`config.mk`:
```
export PLATFORM = sky130hd
export DESIGN_NAME = reset_ctrl
export DESIGN_NICKNAME = d
export VERILOG_FILES = /design/src/rtl/reset_ctrl_pkg.sv /design/src/rtl/reset_ctrl_sync_debounce.sv /design/src/rtl/reset_ctrl.sv
export SDC_FILE = /design/constraint.sdc
export NUM_CORES = 1
export LEC_CHECK = 0
export CELL_PAD_IN_SITES_DETAIL_PLACEMENT = 0
export CELL_PAD_IN_SITES_GLOBAL_PLACEMENT = 1
export CORE_ASPECT_RATIO = 1.5
export CORE_MARGIN = 3
export CORE_UTILIZATION = 50
export CTS_BUF_LIST = sky130_fd_sc_hd__clkbuf_8
export DETAILED_ROUTE_END_ITERATION = 12
export HOLD_SLACK_MARGIN = 0.15
export PLACE_DENSITY = 0.89
export SYNTH_ARGS = -nofsm -noshare
export SYNTH_HDL_FRONTEND = slang
export SYNTH_HIERARCHICAL = 1
export SYNTH_SLANG_ARGS = --single-unit
```
`constraint.sdc`:
```
create_clock -name clk25 -period 5.3 [get_ports clk25]
set_clock_uncertainty 0.05 [all_clocks]
set_input_delay 0.53 -clock clk25 [delete_from_list [all_inputs] [get_ports clk25]]
set_output_delay 0.53 -clock clk25 [all_outputs]
set_load 0.02 [all_outputs]
```
`src/rtl/reset_ctrl_pkg.sv`:
```
// rtl/reset_ctrl_pkg.sv - shared state encodings and default timing constants for reset_ctrl
package reset_ctrl_pkg;

    typedef enum logic [2:0] {
        ST_HOLD     = 3'd0,
        ST_IDLE     = 3'd1,
        ST_PRESS    = 3'd2,
        ST_CLS      = 3'd3,
        ST_WAIT_REL = 3'd4
    } state_t;

    // Defaults assume the 25 MHz system clock
    localparam int DEF_DEBOUNCE_CYCLES   = 250000;
    localparam int DEF_LONG_PRESS_CYCLES = 25000000;
    localparam int DEF_RESET_HOLD_CYCLES = 256;
    localparam int DEF_CLS_PULSE_CYCLES  = 16;

endpackage

```
`src/rtl/reset_ctrl_sync_debounce.sv`:
```
// rtl/reset_ctrl_sync_debounce.sv - two-flop synchroniser and level debouncer for the reset button
module sync_debounce
    import reset_ctrl_pkg::*;
#(
    parameter int DEBOUNCE_CYCLES = DEF_DEBOUNCE_CYCLES
) (
    input  logic clk25,
    input  logic rst_n,
    input  logic sig_in,
    output logic sig_out
);

    localparam int               CNT_W    = $clog2(DEBOUNCE_CYCLES + 1);
    localparam logic [CNT_W-1:0] CNT_LAST = CNT_W'(DEBOUNCE_CYCLES - 1);

    logic             sync1;
    logic             sync2;
    logic [CNT_W-1:0] cnt;

    // Any sample matching the accepted level restarts the stability count
    always_ff @(posedge clk25 or negedge rst_n) begin
        if (!rst_n) begin
            sync1   <= 1'b1;
            sync2   <= 1'b1;
            cnt     <= '0;
            sig_out <= 1'b1;
        end else begin
            sync1 <= sig_in;
            sync2 <= sync1;
            if (sync2 == sig_out) begin
                cnt <= '0;
            end else if (cnt == CNT_LAST) begin
                sig_out <= sync2;
                cnt     <= '0;
            end else begin
                cnt <= cnt + CNT_W'(1);
            end
        end
    end

endmodule

```
`src/rtl/reset_ctrl.sv`:
```
// rtl/reset_ctrl.sv - button-driven reset / clear-screen controller; RESET_CTRL_CLS_EN enables the short-press clear-screen pulse
module reset_ctrl
    import reset_ctrl_pkg::*;
#(
    parameter int DEBOUNCE_CYCLES   = DEF_DEBOUNCE_CYCLES,
    parameter int LONG_PRESS_CYCLES = DEF_LONG_PRESS_CYCLES,
    parameter int RESET_HOLD_CYCLES = DEF_RESET_HOLD_CYCLES,
    parameter int CLS_PULSE_CYCLES  = DEF_CLS_PULSE_CYCLES
) (
    input  logic clk25,
    input  logic rst_n,
    input  logic btn_n,
    output logic sys_rst_n,
    output logic vga_cls,
    output logic long_press
);

    localparam int                HOLD_W     = $clog2(RESET_HOLD_CYCLES + 1);
    localparam int                PRESS_W    = $clog2(LONG_PRESS_CYCLES + 1);
    localparam logic [HOLD_W-1:0]  HOLD_LAST  = HOLD_W'(RESET_HOLD_CYCLES - 1);
    localparam logic [PRESS_W-1:0] PRESS_LAST = PRESS_W'(LONG_PRESS_CYCLES - 1);

    state_t              state;
    state_t              next_state;
    logic                btn_db;
    logic                btn_db_q;
    logic                press_edge;
    logic                released;
    logic [HOLD_W-1:0]   hold_cnt;
    logic [PRESS_W-1:0]  press_cnt;
    logic                sys_rst_n_d;
    logic                long_press_d;

    sync_debounce #(
        .DEBOUNCE_CYCLES(DEBOUNCE_CYCLES)
    ) u_sync_debounce (
        .clk25  (clk25),
        .rst_n  (rst_n),
        .sig_in (btn_n),
        .sig_out(btn_db)
    );

    // Only a fresh press in IDLE counts, so a button held through HOLD or CLS is ignored
    assign press_edge = btn_db_q & ~btn_db;
    assign released   = btn_db;

`ifdef RESET_CTRL_CLS_EN
    localparam int               CLS_W    = $clog2(CLS_PULSE_CYCLES + 1);
    localparam logic [CLS_W-1:0] CLS_LAST = CLS_W'(CLS_PULSE_CYCLES - 1);

    logic [CLS_W-1:0] cls_cnt;
    logic             vga_cls_d;

    assign vga_cls_d = (next_state == ST_CLS);

    always_ff @(posedge clk25 or negedge rst_n) begin
        if (!rst_n) begin
            cls_cnt <= '0;
            vga_cls <= 1'b0;
        end else begin
            cls_cnt <= (state == ST_CLS && next_state == ST_CLS) ? cls_cnt + CLS_W'(1) : '0;
            vga_cls <= vga_cls_d;
        end
    end
`else
    assign vga_cls = 1'b0;
`endif

    always_ff @(posedge clk25 or negedge rst_n) begin
        if (!rst_n) begin
            state      <= ST_HOLD;
            btn_db_q   <= 1'b1;
            hold_cnt   <= '0;
            press_cnt  <= '0;
            sys_rst_n  <= 1'b0;
            long_press <= 1'b0;
        end else begin
            state      <= next_state;
            btn_db_q   <= btn_db;
            hold_cnt   <= (state == ST_HOLD && next_state == ST_HOLD) ? hold_cnt + HOLD_W'(1) : '0;
            press_cnt  <= (state == ST_PRESS && next_state == ST_PRESS) ? press_cnt + PRESS_W'(1) : '0;
            sys_rst_n  <= sys_rst_n_d;
            long_press <= long_press_d;
        end
    end

    // Threshold is tested before release so a tie resolves as a long press
    always_comb begin
        next_state = state;
        case (state)
            ST_HOLD:     if (hold_cnt == HOLD_LAST) next_state = ST_IDLE;
            ST_IDLE:     if (press_edge) next_state = ST_PRESS;
            ST_PRESS: begin
                if (press_cnt == PRESS_LAST) begin
                    next_state = ST_WAIT_REL;
                end else if (released) begin
`ifdef RESET_CTRL_CLS_EN
                    next_state = ST_CLS;
`else
                    next_state = ST_IDLE;
`endif
                end
            end
`ifdef RESET_CTRL_CLS_EN
            ST_CLS:      if (cls_cnt == CLS_LAST) next_state = ST_IDLE;
`endif
            ST_WAIT_REL: if (released) next_state = ST_HOLD;
            default:     next_state = ST_HOLD;
        endcase
    end

    // Outputs are decoded from next_state and registered, giving edge-aligned changes
    always_comb begin
        sys_rst_n_d  = 1'b1;
        long_press_d = 1'b0;
        case (next_state)
            ST_HOLD:     sys_rst_n_d = 1'b0;
            ST_WAIT_REL: begin
                sys_rst_n_d  = 1'b0;
                long_press_d = 1'b1;
            end
            default: ;
        endcase
    end

endmodule

```
Word-level counts from Yosys, hierarchy flattened. Index checks and enable logic that the tools add are counted.

Add/sub/neg operators: 3. Multipliers: 0. Div/mod/pow operators: 0. Magnitude comparators: 0. Equal/unequal tests: 9. Shifts and indexed selects: 0. Multiplexer cells: 12. Bitwise logic cells: 3. Reductions and logical operators: 6.

Operator list (number): 18-bit 2-to-1 mux (2); 25-bit by 1-bit adder with 25-bit output (second input constant) (1); 25-bit equality test (second input constant) (1); 25-bit 2-to-1 mux (1); 18-bit by 1-bit adder with 18-bit output (second input constant) (1); 18-bit equality test (second input constant) (1); 3-bit 2-to-1 mux (5); 3-bit case mux with 4 select lines (1); 9-bit by 1-bit adder with 9-bit output (second input constant) (1); 9-bit by 8-bit equality test with 1-bit output (second input constant) (1); 9-bit 2-to-1 mux (1); 3-bit by 2-bit equality test with 1-bit output (second input constant) (2); 3-bit equality test (second input constant) (2); 3-bit zero test (2); 3-bit by 1-bit equality test with 1-bit output (second input constant) (1); 1-bit logical AND (2); 1-bit 2-to-1 mux (2); 1-bit inverter (2); 2-bit AND reduction (1); 2-bit OR reduction (1); 1-bit bitwise AND (1); 1-bit equality test (1).

Flip-flop bits (word level): 61. Latch bits: 0. Bits in writable memories: 0. ROM bits: 0. Logic and storage cells: 43. Memories kept: 0.

Longest topological paths before layout.
Depth in word-level cells: 7. Mapped depth: 9. Depth with buffers taken out: 9.

Cells and area by module. Netlist, hierarchy kept.

Modules (own cells, without submodules): reset_ctrl (instances 1, cells an instance 201, area each 2026.9 sq um, seq. area each 1002.2 sq um); sync_debounce (instances 1, cells an instance 99, area each 1033.5 sq um, seq. area each 529.3 sq um).

Worst setup path after synthesis. Ideal clock, no wire load.

Kind: register -> register. Start point: reg press_cnt[0]. End point: reg press_cnt[16]. Setup time: 0.122 ns. Arrival time: 2.037 ns. Slack: 3.091 ns. Stages on the path, launching flop included: 7. Buffers on the path: 1. Clock period less this slack: 2.209 ns. Cells stage by stage: dfrtp_1 ha_1 nand2_1 or4_1 buf_2 or3_1 a2111oi_1.

Longest elaborated chain between the ends: 6. Elaborated cells on any way between the ends: 7. Those cells by class: 1 x add/sub; 2 x eq/ne; 3 x mux; 1 x reduce/logical.

Ends and longest elaborated chain: start, declared (RTL line reset_ctrl.sv:30) `logic [PRESS_W-1:0] press_cnt;`; start signal, assigned (RTL line reset_ctrl.sv:81) `press_cnt <= (state == ST_PRESS && next_state == ST_PRESS) ? press_cnt + PRESS_W'(1) : '0;`; 25-bit equality test (RTL line reset_ctrl.sv:94) `if (press_cnt == PRESS_LAST) begin`; 3-bit 2-to-1 mux (RTL line reset_ctrl.sv:94); 3-bit case mux with 4 select lines (RTL line reset_ctrl.sv:90) `case (state)`; 3-bit by 2-bit equality test with 1-bit output (RTL line reset_ctrl.sv:81); 1-bit logical AND (RTL line reset_ctrl.sv:81); 25-bit 2-to-1 mux * (RTL line reset_ctrl.sv:81).

Every way passes the cells marked *; elsewhere a longest branch is shown, timed or not. A chain may end at the register's enable or synchronous reset.

Worst setup path in the final report.
Start point: reg press_cnt[0]. End point: reg press_cnt[24].

The elaborated chain is that of the path after synthesis.

==> impl_summary.log <==
INFO  metric status = complete, no violations
INFO  metric power.ir.vdd_worst = 0.148 mV
INFO  metric clock_slew_at_reported_path_ffs = 0.07 ns
INFO  metric critPathCaptureType = flop
INFO  metric crit_path_top_delay_cell = sky130_fd_sc_hd__or4_1
INFO  metric floorplan.core_area = 5870 µm²
INFO  metric cts_root_buffer = sky130_fd_sc_hd__clkbuf_8
INFO  metric drt_iter0_markers = 154
INFO  metric preCtsSetupSlack = 2.72 ns
INFO  metric mappedNetlistArea = 3060 µm²
INFO  metric cpPeakStageDelay = ~0.71 ns
INFO  metric report.final.slew_viol_count = 0
INFO  metric initial_standard_cell_utilization_of_the_core = 52.1%
INFO  metric cts_inserted_buffers = 9
INFO  metric power_density = 272 nW/µm²
INFO  metric grt_antenna_before_repair = 0
INFO  metric synth.yosys.seq_area_share = 50.0%
INFO  metric timing.critical_path.arrival = 2.71 ns
INFO  metric drv_cap = 0
INFO  metric grt_setup_unrepaired = no
INFO  metric die-height = 102 µm
INFO  metric critPathMaxFanout = 13
INFO  metric clock_tree.buffer_depth = 2
INFO  metric place.detailed.hpwl = 3780 µm
INFO  metric die_area = 7120 µm²
INFO  metric yosys.cell_types.count = 40
INFO  metric timing.final.crit_share = 48.3%
INFO  metric postCtsSetupRepairBufs = 0
INFO  metric critical_path_cell_list = ha_1, nand2_1, or4_1, or4_1, a2111oi_1
INFO  metric die_w = 69.9 µm
INFO  metric cp.required = ~5.5 ns
INFO  metric setup_tns = 0 ns
INFO  metric final.min_clock_period = 2.56 ns
INFO  metric vias = 2,261
INFO  metric grt_start_max_net_pins = 62
INFO  metric rr_endpoint = press_cnt[24]
INFO  metric drive_above_1_share = 10.1%
INFO  metric io_buffer_count = 4
INFO  metric fin_ws = 2.74 ns
INFO  metric worstSkewPairLatency = around 0.34 ns
INFO  metric track_usage = 18.1%
INFO  metric post_drt_wl_per_cell = 15.2 µm
INFO  metric tritoncts = built
INFO  metric worstRegToRegCells = 5
INFO  metric hold_class = input port to async pin
INFO  metric synth_seq_cells = 61
INFO  metric stdcell_area = 3330 µm²
INFO  metric syn-mean-instance-area = just over 10 µm²
INFO  metric floorplan.rows = 34
INFO  metric finalPower = 905 µW
INFO  metric number_of_iterations_in_the_first_detailed_routing_pass = 4
INFO  metric avgViaCountPerCell = 5.98
INFO  metric endpoint = press_cnt[24]
INFO  metric gpl.final_weighted_congestion = around 0.81
INFO  metric grt_first_pass_wirelength = 10,200 µm
INFO  metric worstReg2RegStart = press_cnt[0]
INFO  metric cts_max_level = 3
INFO  metric cts.repair.resized = 0
INFO  metric rrSetupSlack = about 2.7 ns
INFO  metric remaining_drc_errors = 0
INFO  metric grt_overflow_total = 0
INFO  metric start_point_of_the_critical_path = press_cnt[0]
INFO  metric worst-setup-path-type = flop to flop
INFO  metric maxClockFrequency = roughly 390 MHz
INFO  metric static-leakage-power = 1.26 nW
INFO  metric cp-start-kind = flop
INFO  metric syn2layout_area_growth = 8.83%
INFO  metric final_setup_viols = 0
INFO  metric clock_sink_count = 61
INFO  metric ctsHoldBuffers = 0
INFO  metric num-nets-final = 309
INFO  metric via_count_of_the_first_global_routing_pass = 2,298
INFO  metric pin_count = 6
INFO  metric totalWireLength = approximately 5700 µm
INFO  metric slew-limit-headroom = 29.3%
INFO  metric tightestPinTransition = around 1.1 ns
INFO  metric critPathMostFrequentCell = sky130_fd_sc_hd__or4_1
INFO  metric syn_inst = 300
INFO  metric antenna_left = 0
INFO  metric count_of_inserted_antenna_diode_cells = 0
INFO  metric synthesis.yosys.warnings = 6
INFO  metric post_dp_cell_area = 3130 µm²
INFO  metric mappedNetlistNets = 307
INFO  metric finalHoldViolations = 0
[area by class of cell]
cell class                 instances  area, µm²
inverter                          10       37.5
multi-input combinational        214       1420
fill                             528       2540
tap                               72       90.1
sequential                        61       1530
timing repair buffer               6       50.0
clock buffer                      11        151
clock inverter                     4       48.8
[through the flow]
step	instances	utilization [%]	hold WS [ns]
4_1_cts	378	56.7	0.306
3_3_place_gp	363	53.3	0.296
2_1_floorplan	300	-	0.184
3_5_place_dp	363	53.3	0.297
5_1_grt	378	56.7	0.310
6_report	378	56.7	0.270
[logic make-up after synthesis]
logic type      Yosys count  share of synthesized area (%)
flops                    61                           50.0
compound gates           35                           9.40
other cells               1                          0.123
fa+ha+maj                 4                           1.64
simple gates            140                           25.2
mux                       2                          0.695
xor+xnor                 32                           9.16
buf+inv                  25                           3.72
[flip-flops by register name, summed over array words and instances, names as in the netlist, 3 cells and up]
| register | cells |
|---|---|
| press_cnt | 25 |
| u_sync_debounce/cnt | 18 |
| hold_cnt | 9 |
| state | 3 |
[cell usage after synthesis (all sizes together)]
cell type	instances	area share, %
dfrtp	57	47
nor2	31	3.8
nand3	21	3.8
nor4	21	4.3
xnor2	21	6.0
nand2	19	2.3
a2111oi	12	3.7
clkbuf	11	1.3
xor2	11	3.1
inv	10	1.2
nand4	10	2.2
or4	10	2.7
o21ai	9	1.5
o31ai	8	2.0
or3	7	1.4
nor3	6	0.98
and3	5	1.1
buf	4	1.1
dfstp	4	3.4
ha	4	1.6
nor4b	4	1.1
and4	3	0.86
a21oi	2	0.45
a32o	2	0.65
and2	1	0.20
conb	1	0.12
mux2	1	0.37
mux2i	1	0.33
nand2b	1	0.20
nor2b	1	0.20
o32ai	1	0.29
o41ai	1	0.90
[worst max-delay path: cells and delay by family (launching register included)]
| family | cells | cell delay [ns] |
|---|---|---|
| flip-flops | 1 | 0.40 |
| AND/OR/NAND/NOR | 3 | 1.33 |
| adder cells (fa/ha/maj) | 1 | 0.25 |
| AO/OA/AOI/OAI | 1 | 0.40 |
[cell usage in the layout, fill, tap and decap left out, types with 6 or more instances in the layout]
cell type / n
sky130_fd_sc_hd__or4_1: 8
sky130_fd_sc_hd__inv_1: 11
sky130_fd_sc_hd__xnor2_1: 21
sky130_fd_sc_hd__nand4_1: 9
sky130_fd_sc_hd__or3_1: 7
sky130_fd_sc_hd__nand2_1: 19
sky130_fd_sc_hd__a2111oi_0: 6
sky130_fd_sc_hd__clkbuf_8: 11
sky130_fd_sc_hd__dfrtp_1: 57
sky130_fd_sc_hd__nor3_1: 6
sky130_fd_sc_hd__o31ai_1: 8
sky130_fd_sc_hd__nand3_1: 19
sky130_fd_sc_hd__xor2_1: 11
sky130_fd_sc_hd__nor2_1: 31
sky130_fd_sc_hd__nor4_1: 20
sky130_fd_sc_hd__a2111oi_1: 6
sky130_fd_sc_hd__o21ai_0: 9
[worst min-delay path by stage]
stage | slack [ns] | cells after the start | endpoint
floorplan | 0.18 | 0 | hold_cnt[0]
global placement | 0.30 | 0 | u_sync_debounce/sync2
detailed placement | 0.30 | 0 | u_sync_debounce/sync2
CTS | 0.31 | 0 | u_sync_debounce/sync2
global route | 0.31 | 0 | u_sync_debounce/sync2
finish | 0.27 | 2 | hold_cnt[6]
[where the power goes]
part	total, mW	switching (mW)	internal, mW
clock network	0.416	0.177	0.238
registers	0.472	0.00281	0.469
logic	0.0173	0.0134	0.00395
total	0.905	0.194	0.711
[per-layer routing]
metal  routed length (µm)  global-route usage, %  vias up
met4                   38                   7.67        0
met5                    0                      0        -
li1                     -                      -     1111
met3                  214                   4.63        4
met2                 3100                   32.7       29
met1                 2390                   20.2     1117
(Power assumes the default switching activity.)
